===== src/rtl/data_path_if.sv =====
// Sequencer-facing control strobes and observation bus of data_path.
// Adds the SUB strobe when DATAPATH_SUB_EN is defined.
interface data_path_if;
  logic        PCout, Zlowout, Zhighout, MDRout;
  logic        Csignout, Rout, BAout;
  logic        PCin, IRin, MARin, MDRin;
  logic        Yin, Zlowin, Zhighin, Rin;
  logic        Gra, Grb, Grc;
  logic        IncPC, ADD, MD_read;
  logic        Read, Write;
`ifdef DATAPATH_SUB_EN
  logic        SUB;
`endif
  logic [31:0] Mdatain;
  logic [31:0] mem_addr, mem_wdata;
  logic        mem_read, mem_write;
  logic [31:0] bus_out, ir_out, pc_out;

  modport master (
`ifdef DATAPATH_SUB_EN
    output SUB,
`endif
    output PCout, Zlowout, Zhighout, MDRout,
    output Csignout, Rout, BAout,
    output PCin, IRin, MARin, MDRin,
    output Yin, Zlowin, Zhighin, Rin,
    output Gra, Grb, Grc,
    output IncPC, ADD, MD_read,
    output Read, Write, Mdatain,
    input  mem_addr, mem_wdata,
    input  mem_read, mem_write,
    input  bus_out, ir_out, pc_out
  );

  modport slave (
`ifdef DATAPATH_SUB_EN
    input  SUB,
`endif
    input  PCout, Zlowout, Zhighout, MDRout,
    input  Csignout, Rout, BAout,
    input  PCin, IRin, MARin, MDRin,
    input  Yin, Zlowin, Zhighin, Rin,
    input  Gra, Grb, Grc,
    input  IncPC, ADD, MD_read,
    input  Read, Write, Mdatain,
    output mem_addr, mem_wdata,
    output mem_read, mem_write,
    output bus_out, ir_out, pc_out
  );
endinterface


===== src/rtl/data_path.sv =====
// Strobe-driven 32-bit bus datapath: regfile, PC/IR/MAR/MDR/Y/Z, ALU.
// Optional subtract via DATAPATH_SUB_EN.
module data_path #(
  parameter int          REG_COUNT = 16,
  parameter logic [31:0] RESET_PC  = 32'h0
) (
  input logic        clock,
  input logic        clear,
  data_path_if.slave dp
);

  logic [31:0] rf [REG_COUNT];
  logic [31:0] pc, ir, mar, mdr, y, zlo, zhi;
  logic [31:0] bus, c_sext, sel, sum;
  logic [3:0]  ra, rb, rc, idx;
  logic [63:0] alu;

  assign ra     = ir[26:23];
  assign rb     = ir[22:19];
  assign rc     = ir[18:15];
  assign c_sext = {{13{ir[18]}}, ir[18:0]};

  always_comb begin
    idx = 4'd0;
    if (dp.Gra)      idx = ra;
    else if (dp.Grb) idx = rb;
    else if (dp.Grc) idx = rc;
  end

  assign sel = rf[idx];

  always_comb begin
    bus = '0;
    if (dp.MDRout)        bus = mdr;
    else if (dp.Zlowout)  bus = zlo;
    else if (dp.Zhighout) bus = zhi;
    else if (dp.PCout)    bus = pc;
    else if (dp.Csignout) bus = c_sext;
    else if (dp.Rout)     bus = sel;
    else if (dp.BAout)    bus = (idx == 4'd0) ? '0 : sel;
  end

  always_comb begin
    sum = '0;
    alu = '0;
    if (dp.IncPC) begin
      sum = bus + 32'd1;
      alu = {32'h0, sum};
    end
`ifdef DATAPATH_SUB_EN
    else if (dp.SUB) begin
      sum = y - bus;
      alu = {{32{sum[31]}}, sum};
    end
`endif
    else if (dp.ADD) begin
      sum = y + bus;
      alu = {{32{sum[31]}}, sum};
    end
  end

  always_ff @(posedge clock or negedge clear) begin
    if (!clear) begin
      for (int i = 0; i < REG_COUNT; i++) rf[i] <= '0;
      pc  <= RESET_PC;
      ir  <= '0;
      mar <= '0;
      mdr <= '0;
      y   <= '0;
      zlo <= '0;
      zhi <= '0;
    end else begin
      if (dp.Rin)     rf[idx] <= bus;
      if (dp.PCin)    pc  <= bus;
      if (dp.IRin)    ir  <= bus;
      if (dp.MARin)   mar <= bus;
      if (dp.MDRin)   mdr <= dp.MD_read ? dp.Mdatain : bus;
      if (dp.Yin)     y   <= bus;
      if (dp.Zlowin)  zlo <= alu[31:0];
      if (dp.Zhighin) zhi <= alu[63:32];
    end
  end

  assign dp.mem_addr  = mar;
  assign dp.mem_wdata = mdr;
  assign dp.mem_read  = dp.Read;
  assign dp.mem_write = dp.Write;
  assign dp.bus_out   = bus;
  assign dp.ir_out    = ir;
  assign dp.pc_out    = pc;

endmodule


===== src/flat_wrapper.sv =====
// flat-port wrapper written by rule: the top's interface ports become plain ports
module data_path_flat 
#(
  parameter int          REG_COUNT = 16,
  parameter logic [31:0] RESET_PC  = 32'h0
)
  (clock, clear, dp_PCout, dp_Zlowout, dp_Zhighout, dp_MDRout, dp_Csignout, dp_Rout, dp_BAout, dp_PCin, dp_IRin, dp_MARin, dp_MDRin, dp_Yin, dp_Zlowin, dp_Zhighin, dp_Rin, dp_Gra, dp_Grb, dp_Grc, dp_IncPC, dp_ADD, dp_MD_read, dp_Read, dp_Write, dp_Mdatain, dp_mem_addr, dp_mem_wdata, dp_mem_read, dp_mem_write, dp_bus_out, dp_ir_out, dp_pc_out);
  data_path_if dp_i ();
  input logic clock;
  input logic clear;
  input wire logic [$bits(dp_i.PCout)-1:0] dp_PCout;
  input wire logic [$bits(dp_i.Zlowout)-1:0] dp_Zlowout;
  input wire logic [$bits(dp_i.Zhighout)-1:0] dp_Zhighout;
  input wire logic [$bits(dp_i.MDRout)-1:0] dp_MDRout;
  input wire logic [$bits(dp_i.Csignout)-1:0] dp_Csignout;
  input wire logic [$bits(dp_i.Rout)-1:0] dp_Rout;
  input wire logic [$bits(dp_i.BAout)-1:0] dp_BAout;
  input wire logic [$bits(dp_i.PCin)-1:0] dp_PCin;
  input wire logic [$bits(dp_i.IRin)-1:0] dp_IRin;
  input wire logic [$bits(dp_i.MARin)-1:0] dp_MARin;
  input wire logic [$bits(dp_i.MDRin)-1:0] dp_MDRin;
  input wire logic [$bits(dp_i.Yin)-1:0] dp_Yin;
  input wire logic [$bits(dp_i.Zlowin)-1:0] dp_Zlowin;
  input wire logic [$bits(dp_i.Zhighin)-1:0] dp_Zhighin;
  input wire logic [$bits(dp_i.Rin)-1:0] dp_Rin;
  input wire logic [$bits(dp_i.Gra)-1:0] dp_Gra;
  input wire logic [$bits(dp_i.Grb)-1:0] dp_Grb;
  input wire logic [$bits(dp_i.Grc)-1:0] dp_Grc;
  input wire logic [$bits(dp_i.IncPC)-1:0] dp_IncPC;
  input wire logic [$bits(dp_i.ADD)-1:0] dp_ADD;
  input wire logic [$bits(dp_i.MD_read)-1:0] dp_MD_read;
  input wire logic [$bits(dp_i.Read)-1:0] dp_Read;
  input wire logic [$bits(dp_i.Write)-1:0] dp_Write;
  input wire logic [$bits(dp_i.Mdatain)-1:0] dp_Mdatain;
  output wire logic [$bits(dp_i.mem_addr)-1:0] dp_mem_addr;
  output wire logic [$bits(dp_i.mem_wdata)-1:0] dp_mem_wdata;
  output wire logic [$bits(dp_i.mem_read)-1:0] dp_mem_read;
  output wire logic [$bits(dp_i.mem_write)-1:0] dp_mem_write;
  output wire logic [$bits(dp_i.bus_out)-1:0] dp_bus_out;
  output wire logic [$bits(dp_i.ir_out)-1:0] dp_ir_out;
  output wire logic [$bits(dp_i.pc_out)-1:0] dp_pc_out;
  assign dp_i.PCout = dp_PCout;
  assign dp_i.Zlowout = dp_Zlowout;
  assign dp_i.Zhighout = dp_Zhighout;
  assign dp_i.MDRout = dp_MDRout;
  assign dp_i.Csignout = dp_Csignout;
  assign dp_i.Rout = dp_Rout;
  assign dp_i.BAout = dp_BAout;
  assign dp_i.PCin = dp_PCin;
  assign dp_i.IRin = dp_IRin;
  assign dp_i.MARin = dp_MARin;
  assign dp_i.MDRin = dp_MDRin;
  assign dp_i.Yin = dp_Yin;
  assign dp_i.Zlowin = dp_Zlowin;
  assign dp_i.Zhighin = dp_Zhighin;
  assign dp_i.Rin = dp_Rin;
  assign dp_i.Gra = dp_Gra;
  assign dp_i.Grb = dp_Grb;
  assign dp_i.Grc = dp_Grc;
  assign dp_i.IncPC = dp_IncPC;
  assign dp_i.ADD = dp_ADD;
  assign dp_i.MD_read = dp_MD_read;
  assign dp_i.Read = dp_Read;
  assign dp_i.Write = dp_Write;
  assign dp_i.Mdatain = dp_Mdatain;
  assign dp_mem_addr = dp_i.mem_addr;
  assign dp_mem_wdata = dp_i.mem_wdata;
  assign dp_mem_read = dp_i.mem_read;
  assign dp_mem_write = dp_i.mem_write;
  assign dp_bus_out = dp_i.bus_out;
  assign dp_ir_out = dp_i.ir_out;
  assign dp_pc_out = dp_i.pc_out;
  data_path #(.REG_COUNT(REG_COUNT), .RESET_PC(RESET_PC)) u_core (.clock(clock), .clear(clear), .dp(dp_i));
endmodule

===== config.mk =====
export PLATFORM = sky130hd
export DESIGN_NAME = data_path_flat
export DESIGN_NICKNAME = d
export VERILOG_FILES = /design/src/rtl/data_path_if.sv /design/src/rtl/data_path.sv /design/src/flat_wrapper.sv
export SDC_FILE = /design/constraint.sdc
export NUM_CORES = 2
export LEC_CHECK = 0
export BUFFER_PORTS_ARGS = -buffer_cell sky130_fd_sc_hd__buf_4
export CORE_ASPECT_RATIO = 0.8
export CORE_MARGIN = 10
export CORE_UTILIZATION = 60
export CTS_BUF_LIST = sky130_fd_sc_hd__clkbuf_4
export CTS_CLUSTER_SIZE = 24
export DETAILED_ROUTE_END_ITERATION = 8
export GPL_TIMING_DRIVEN = 0
export PLACE_DENSITY_LB_ADDON = 0.08
export SLEW_MARGIN = 25
export SYNTH_ARGS = -nofsm -noshare
export SYNTH_HDL_FRONTEND = slang
export SYNTH_SLANG_ARGS = --single-unit

===== constraint.sdc =====
create_clock -name clock -period 8.2 [get_ports clock]
set_input_delay 0.41 -clock clock [delete_from_list [all_inputs] [get_ports clock]]
set_output_delay 0.41 -clock clock [all_outputs]
set_load 0.02 [all_outputs]

* Word-level counts from Yosys, hierarchy flattened
Index checks and enable logic that the tools add are counted.
** Operators by class
- Add/subtract/negate cells :: 2
- Multiply operators :: 0
- Div/mod/pow operators :: 0
- Order comparisons :: 2
- Eq/ne operators :: 0
- Shifts and indexed selects :: 0
- Muxes and demuxes :: 20
- Bitwise logic cells :: 1
- Reductions and logical operators :: 2
** Operators by type and width (number)
- bitwise mux 512 bit :: 1
- two-way mux 32 bit :: 12
- binary-select mux 32 bit (select 4 bit) :: 1
- demux 32 bit (select 4 bit) :: 1
- two-way mux 64 bit :: 2
- adder 32 x 1 -> 32 bit (second input constant) :: 1
- adder 32 bit :: 1
- two-way mux 4 bit :: 3
- greater-or-equal comparator 5 bit (second input constant) :: 1
- less-than comparator 5 x 1 -> 1 bit (second input constant) :: 1
- inverter 4 -> 5 bit :: 1
- zero test 4 bit :: 1
- logical AND 1 bit :: 1
** Storage, ports and cells
- Register bits :: 736
- Latch bits :: 0
- Bits in writable memories :: 0
- Memory bits (read-only) :: 0
- Bits of input ports :: 57
- Output and inout port bits :: 162
- Logic and storage cells :: 50
- Memories :: 0

* Longest topological paths before layout
- Word-level depth :: 18
- Mapped depth :: 27
- Mapped depth without buffers :: 22

* Worst setup path after synthesis
No wires, ideal clock.
- Kind :: register to register
- Start point :: reg u_core.ir[16], in the netlist u_core.dp.ir_out[16]
- End point :: reg u_core.zlo[30]
- Setup time :: 0.127 ns
- Data arrival time :: 5.863 ns
- Required time :: 8.073 ns
- Setup slack :: 2.210 ns
- Stages on the path, launching flop included :: 27
- Path buffers :: 4
- Period minus slack after synthesis :: 5.990 ns
- Cells stage by stage :: dfrtp_1 nand3b_1 a21o_1 buf_2 nor3_1 clkbuf_1 clkbuf_1 a32oi_1 nand4_1 a221oi_1 a221oi_1 clkbuf_1 inv_1 ha_1 fa_1 a211oi_1 o21ai_0 a21oi_1 o31ai_1 a311o_1 nand4_1 o211ai_1 nor4_1 nor3_1 or3_1 nand4_1 nand3_1
** On the way
- Word-level cells in the longest chain between the ends :: 18
- Elaborated cells between the ends (all ways) :: 20
- Those cells by class :: add/sub (2); mux (16); bitwise (1); reduce/logical (1)
** Ends and longest elaborated chain
- start: declaration :: line data_path.sv:13 : logic [31:0] pc, ir, mar, mdr, y, zlo, zhi;
- start signal: assignment :: line data_path.sv:75 : if (dp.IRin) ir <= bus;
- two-way mux 4 bit * :: line data_path.sv:27 : else if (dp.Grc) idx = rc;
- two-way mux 4 bit * :: line data_path.sv:26 : else if (dp.Grb) idx = rb;
- two-way mux 4 bit * :: line data_path.sv:25 : if (dp.Gra) idx = ra;
- inverter 4 -> 5 bit (not written as such) :: line data_path.sv:30 : assign sel = rf[idx];
- binary-select mux 32 bit (select 4 bit) :: line data_path.sv:30
- two-way mux 32 bit (not written as such) (2 in series) :: line data_path.sv:30
- two-way mux 32 bit (2 in series) :: line data_path.sv:40 : else if (dp.BAout) bus = (idx == 4'd0) ? '0 : sel;
- two-way mux 32 bit * :: line data_path.sv:39 : else if (dp.Rout) bus = sel;
- two-way mux 32 bit * :: line data_path.sv:38 : else if (dp.Csignout) bus = c_sext;
- two-way mux 32 bit * :: line data_path.sv:37 : else if (dp.PCout) bus = pc;
- two-way mux 32 bit * :: line data_path.sv:36 : else if (dp.Zhighout) bus = zhi;
- two-way mux 32 bit * :: line data_path.sv:35 : else if (dp.Zlowout) bus = zlo;
- two-way mux 32 bit * :: line data_path.sv:34 : if (dp.MDRout) bus = mdr;
- net dp_bus_out[0] :: line flat_wrapper.sv:39 : output wire logic [$bits(dp_i.bus_out)-1:0] dp_bus_out;
- adder 32 bit :: line data_path.sv:57 : sum = y + bus;
- two-way mux 64 bit :: line data_path.sv:56 : else if (dp.ADD) begin
- two-way mux 64 bit * :: line data_path.sv:46 : if (dp.IncPC) begin
- end signal: assignment :: line data_path.sv:79 : if (dp.Zlowin) zlo <= alu[31:0];
- end: declaration :: line data_path.sv:13
Mark *: on every way through the listed nets, which the timed path passes. The rest lies on a longest branch. The select of a mux whose other input is x is not followed.
A chain may end at the register's enable or synchronous reset.

* Worst setup path after layout
- Start point :: reg u_core.ir[18], in the netlist u_core.dp.ir_out[18]
- End point :: reg u_core.zlo[31]
** On the way
- Word-level cells in the longest chain between the ends :: 18
- Elaborated cells between the ends (all ways) :: 20
- Those cells by class :: add/sub (2); mux (16); bitwise (1); reduce/logical (1)
** Ends and longest elaborated chain (line)
- two-way mux 4 bit :: data_path.sv:27
- two-way mux 4 bit :: data_path.sv:26
- two-way mux 4 bit :: data_path.sv:25
- inverter 4 -> 5 bit (not written as such) :: data_path.sv:30
- binary-select mux 32 bit (select 4 bit) :: data_path.sv:30
- two-way mux 32 bit (not written as such) (2 in series) :: data_path.sv:30
- two-way mux 32 bit (2 in series) :: data_path.sv:40
- two-way mux 32 bit :: data_path.sv:39
- two-way mux 32 bit * :: data_path.sv:38
- two-way mux 32 bit * :: data_path.sv:37
- two-way mux 32 bit * :: data_path.sv:36
- two-way mux 32 bit * :: data_path.sv:35
- two-way mux 32 bit * :: data_path.sv:34
- adder 32 bit :: data_path.sv:57
- two-way mux 64 bit :: data_path.sv:56
- two-way mux 64 bit * :: data_path.sv:46
Every way passes the cells marked *; elsewhere a longest branch is shown, timed or not. The select of a mux whose other input is x is not followed.

==> metrics.txt <==
run status=finished, final reports clean; H-tree depth reported by CTS=4; post-synthesis area per instance=9.04 um^2; total power=13.3 mW; worst-case setup slack after placement=-0.768 ns; maximum vdd ir drop=0.204 mV; Worst Hold Endpoint=u_core.rf[256]$_DFFE_PN0P_; sum of overflow across all layers after global routing=0; total half-perimeter wirelength after legalization and detailed placement=96.7 mm; unrepaired setup endpoints after global routing=no; initial antenna violation count=4; most common flop cell mapped by yosys=sky130_fd_sc_hd__dfrtp_1; hold path cells=5; maximum number of pins on one net before global-route repair=92; origin of the worst setup path=u_core.dp.ir_out[18]$_DFFE_PN0P_; vias after detailed routing=32300; Final Slew Violations=0; post-placement cell count=4666; startpoint of the worst register-to-register path=u_core.dp.ir_out[18]$_DFFE_PN0P_; Syn Inst Count=3696; Async S/R FF share, synth=100%; combined area of all synthesized cells=33400 um^2; Die Width=284 um; post-detailed-routing wire length=132 mm; critical path endpoint category=register; Post-Place Cell Area=36200 um^2; share of the core filled with cells=70.5%; Layout Cell Area excl Fill=38900 um^2; final critical delay including setup and external delays=8.10 ns; setup violation total in the final timing report=0; Inserted Clock Buffers=176; minimum setup slack among reg-to-reg paths=0.10 ns; maximum buffer depth of the clock tree=3; Iter 0 DRT Violations=4437; total of warnings raised by yosys=0; synthesis-to-finish area growth=16.5%; Leak=17.8 nW; actual slew at the worst max-slew pin=1.14 ns; number of cells traversed by the worst register-to-register path=25; crit share post-route=98.8%; die outline height=231 um; fin cells=5020; placeable core region=55200 um^2; final estimated routing congestion in global placement=1.02; Final WS setup=0.102 ns; path category of the worst min-delay check=in -> reg; capture instance of the worst register-to-register path=u_core.zlo[31]$_DFFE_PN0P_; relative slew slack=23.4%; clock transition at the register clock pins on the worst setup and hold paths after CTS=0.07 ns; Port-buffer cells=209; critical path class=reg -> reg; share of synthesized area occupied by flip-flops and latches=52.8%; root buffer cell=sky130_fd_sc_hd__clkbuf_4; worst clock skew=0.0520 ns; Num Clock Sinks=705; flip-flop and latch count after synthesis=705; Syn Nets=3794; sum of negative setup slack=0 ns; startpoint types=register; GRT Total Usage=39.3%; share of cells above drive strength 1=15.3%; number of global-route vias before repair=30600; first-pass detailed-route iteration total=6; number of max-capacitance violations reported=0; final worst hold slack=0.164 ns; fin nets=4242; highest clock frequency the design can meet=0.123 GHz; Final Hold Fails=0; Worst EP arrival=8.98 ns; required arrival time at the worst endpoint=9.08 ns; largest driver fanout on the critical path=12; Post-route DRC=0; source-to-sink clock delay at the later pin of the worst-skew pair=1.06 ns; number of enable-type register cells in the synthesized netlist=0; Row Count=77; die area=65600 um^2; io pins=219; average via count per standard cell=6.44; TritonCTS clock tree=built; Pwr per Cell Area=341 nW/um^2; first-pass GRT wire length=195 mm; starting utilization of the core area=60.5%; detail-routed net length per standard cell=26.2 um; number of nets with antenna violations after routing=0; hold wc startpoint=dp_Csignout; Cell variety after synth=77
## layout make-up
| class | instances | area (um^2) |
|---|---|---|
| sequential | 705 | 17600 |
| fill | 4604 | 16300 |
| multi-input combinational | 2638 | 14300 |
| timing repair buffer | 271 | 2340 |
| clock buffer | 256 | 1920 |
| buffer | 303 | 1380 |
| tap | 750 | 938 |
| clock inverter | 40 | 196 |
| inverter | 49 | 184 |
| antenna | 8 | 20.0 |
## cells by family after synthesis
group | after synthesis | share of synthesized area, %
AND/OR/NAND/NOR | 1346 | 16.7
adder cells (fa/ha/maj) | 41 | 1.56
AO/OA/AOI/OAI | 1047 | 18.1
buffers and inverters | 353 | 4.68
multiplexers | 149 | 4.71
XOR/XNOR | 55 | 1.44
flip-flops | 705 | 52.8
## placed cells by master, fill, tap and decap left out, types with 20 or more instances in the layout
| master | synthesis | final |
|---|---|---|
| sky130_fd_sc_hd__nand2_1 | 949 | 949 |
| sky130_fd_sc_hd__inv_1 | 48 | 48 |
| sky130_fd_sc_hd__a21oi_1 | 223 | 222 |
| sky130_fd_sc_hd__a22oi_1 | 63 | 63 |
| sky130_fd_sc_hd__clkbuf_4 | 0 | 256 |
| sky130_fd_sc_hd__nand3_1 | 129 | 129 |
| sky130_fd_sc_hd__a32oi_1 | 21 | 20 |
| sky130_fd_sc_hd__mux2_2 | 65 | 65 |
| sky130_fd_sc_hd__xnor2_1 | 42 | 42 |
| sky130_fd_sc_hd__dfrtp_1 | 705 | 705 |
| sky130_fd_sc_hd__a31oi_1 | 20 | 20 |
| sky130_fd_sc_hd__nand4_1 | 36 | 36 |
| sky130_fd_sc_hd__o21ai_0 | 568 | 568 |
| sky130_fd_sc_hd__mux2i_1 | 84 | 84 |
| sky130_fd_sc_hd__dlygate4sd3_1 | 0 | 47 |
| sky130_fd_sc_hd__clkinv_1 | 1 | 25 |
| sky130_fd_sc_hd__buf_2 | 23 | 24 |
| sky130_fd_sc_hd__clkbuf_1 | 242 | 239 |
| sky130_fd_sc_hd__nor2_1 | 155 | 155 |
| sky130_fd_sc_hd__ha_1 | 40 | 40 |
| sky130_fd_sc_hd__buf_4 | 4 | 217 |
## registers in the layout, summed over array words and instances (netlist names)
register             flops
u_core.rf              512
u_core.dp.ir_out        32
u_core.dp.mem_addr      32
u_core.dp.mem_wdata     32
u_core.dp.pc_out        32
u_core.y                32
u_core.zlo              32
u_core.zhi               1
## critical path, cell delays in order (launching register included)
cell and delay [ns]:
sky130_fd_sc_hd__dfrtp_1 0.58, sky130_fd_sc_hd__nand3b_1 0.25, sky130_fd_sc_hd__a2bb2oi_2 0.15, sky130_fd_sc_hd__buf_2 0.29, sky130_fd_sc_hd__nor3_1 0.51, sky130_fd_sc_hd__clkbuf_2 0.40, sky130_fd_sc_hd__buf_2 0.37, sky130_fd_sc_hd__a32oi_1 0.21
sky130_fd_sc_hd__nand4_1 0.18, sky130_fd_sc_hd__a221oi_2 0.12, sky130_fd_sc_hd__a221oi_1 0.66, sky130_fd_sc_hd__buf_2 0.49, sky130_fd_sc_hd__inv_1 0.17, sky130_fd_sc_hd__ha_1 0.26, sky130_fd_sc_hd__a211oi_1 0.25, sky130_fd_sc_hd__o21ai_0 0.18
sky130_fd_sc_hd__a31oi_1 0.33, sky130_fd_sc_hd__o211ai_1 0.21, sky130_fd_sc_hd__a32oi_1 0.58, sky130_fd_sc_hd__o31a_1 0.25, sky130_fd_sc_hd__nor2_1 0.06, sky130_fd_sc_hd__a2111oi_1 0.62, sky130_fd_sc_hd__o21bai_1 0.12, sky130_fd_sc_hd__a21oi_1 0.26
sky130_fd_sc_hd__xnor2_1 0.22, sky130_fd_sc_hd__o221ai_1 0.17
## worst max path at each step
stage                                    endpoint  cells past startpoint
2_1_floorplan          u_core.zlo[30]$_DFFE_PN0P_                     26
3_3_place_gp   u_core.dp.mem_addr[30]$_DFFE_PN0P_                      1
3_5_place_dp           u_core.zlo[31]$_DFFE_PN0P_                     27
4_1_cts                u_core.zlo[31]$_DFFE_PN0P_                     25
5_1_grt                u_core.zlo[30]$_DFFE_PN0P_                     25
6_report               u_core.zlo[31]$_DFFE_PN0P_                     25
## per-layer routing
metal | up-vias | share of wire, % | GRT usage [%]
li1 | 13700 | - | -
met1 | 15800 | 39 | 52.5
met2 | 2493 | 41 | 54.6
met3 | 352 | 17 | 18.8
met4 | 8 | 3.7 | 14.9
met5 | - | 0.15 | 1.84
## Yosys cell counts, drive strengths merged, types with 42 or more instances
cell | instances | share of area (%)
a22oi | 63 | 1.4
inv | 48 | 0.54
clkbuf | 242 | 2.7
nand2 | 950 | 11
dfrtp | 705 | 53
buf | 62 | 1.4
a21oi | 225 | 3.4
o21ai | 568 | 8.5
mux2 | 65 | 2.2
xnor2 | 42 | 1.1
nand3 | 129 | 1.9
mux2i | 84 | 2.5
nor2 | 156 | 1.8
## what timing repair did
item,in CTS,in global routing
pin swaps,2,0
gates resized for setup,3,9
hold endpoints to repair,181,0
buffers inserted,3,0
hold buffers,48,0
setup endpoints to repair,9,6
gates cloned,0,0
## report_power, final
part | switching (mW) | internal [mW] | total [mW]
clock network | 1.51 | 1.45 | 2.96
registers | 0.922 | 4.84 | 5.76
logic | 2.98 | 1.56 | 4.54
total | 5.41 | 7.85 | 13.3
No activity file was read; power rests on OpenSTA's default activity.
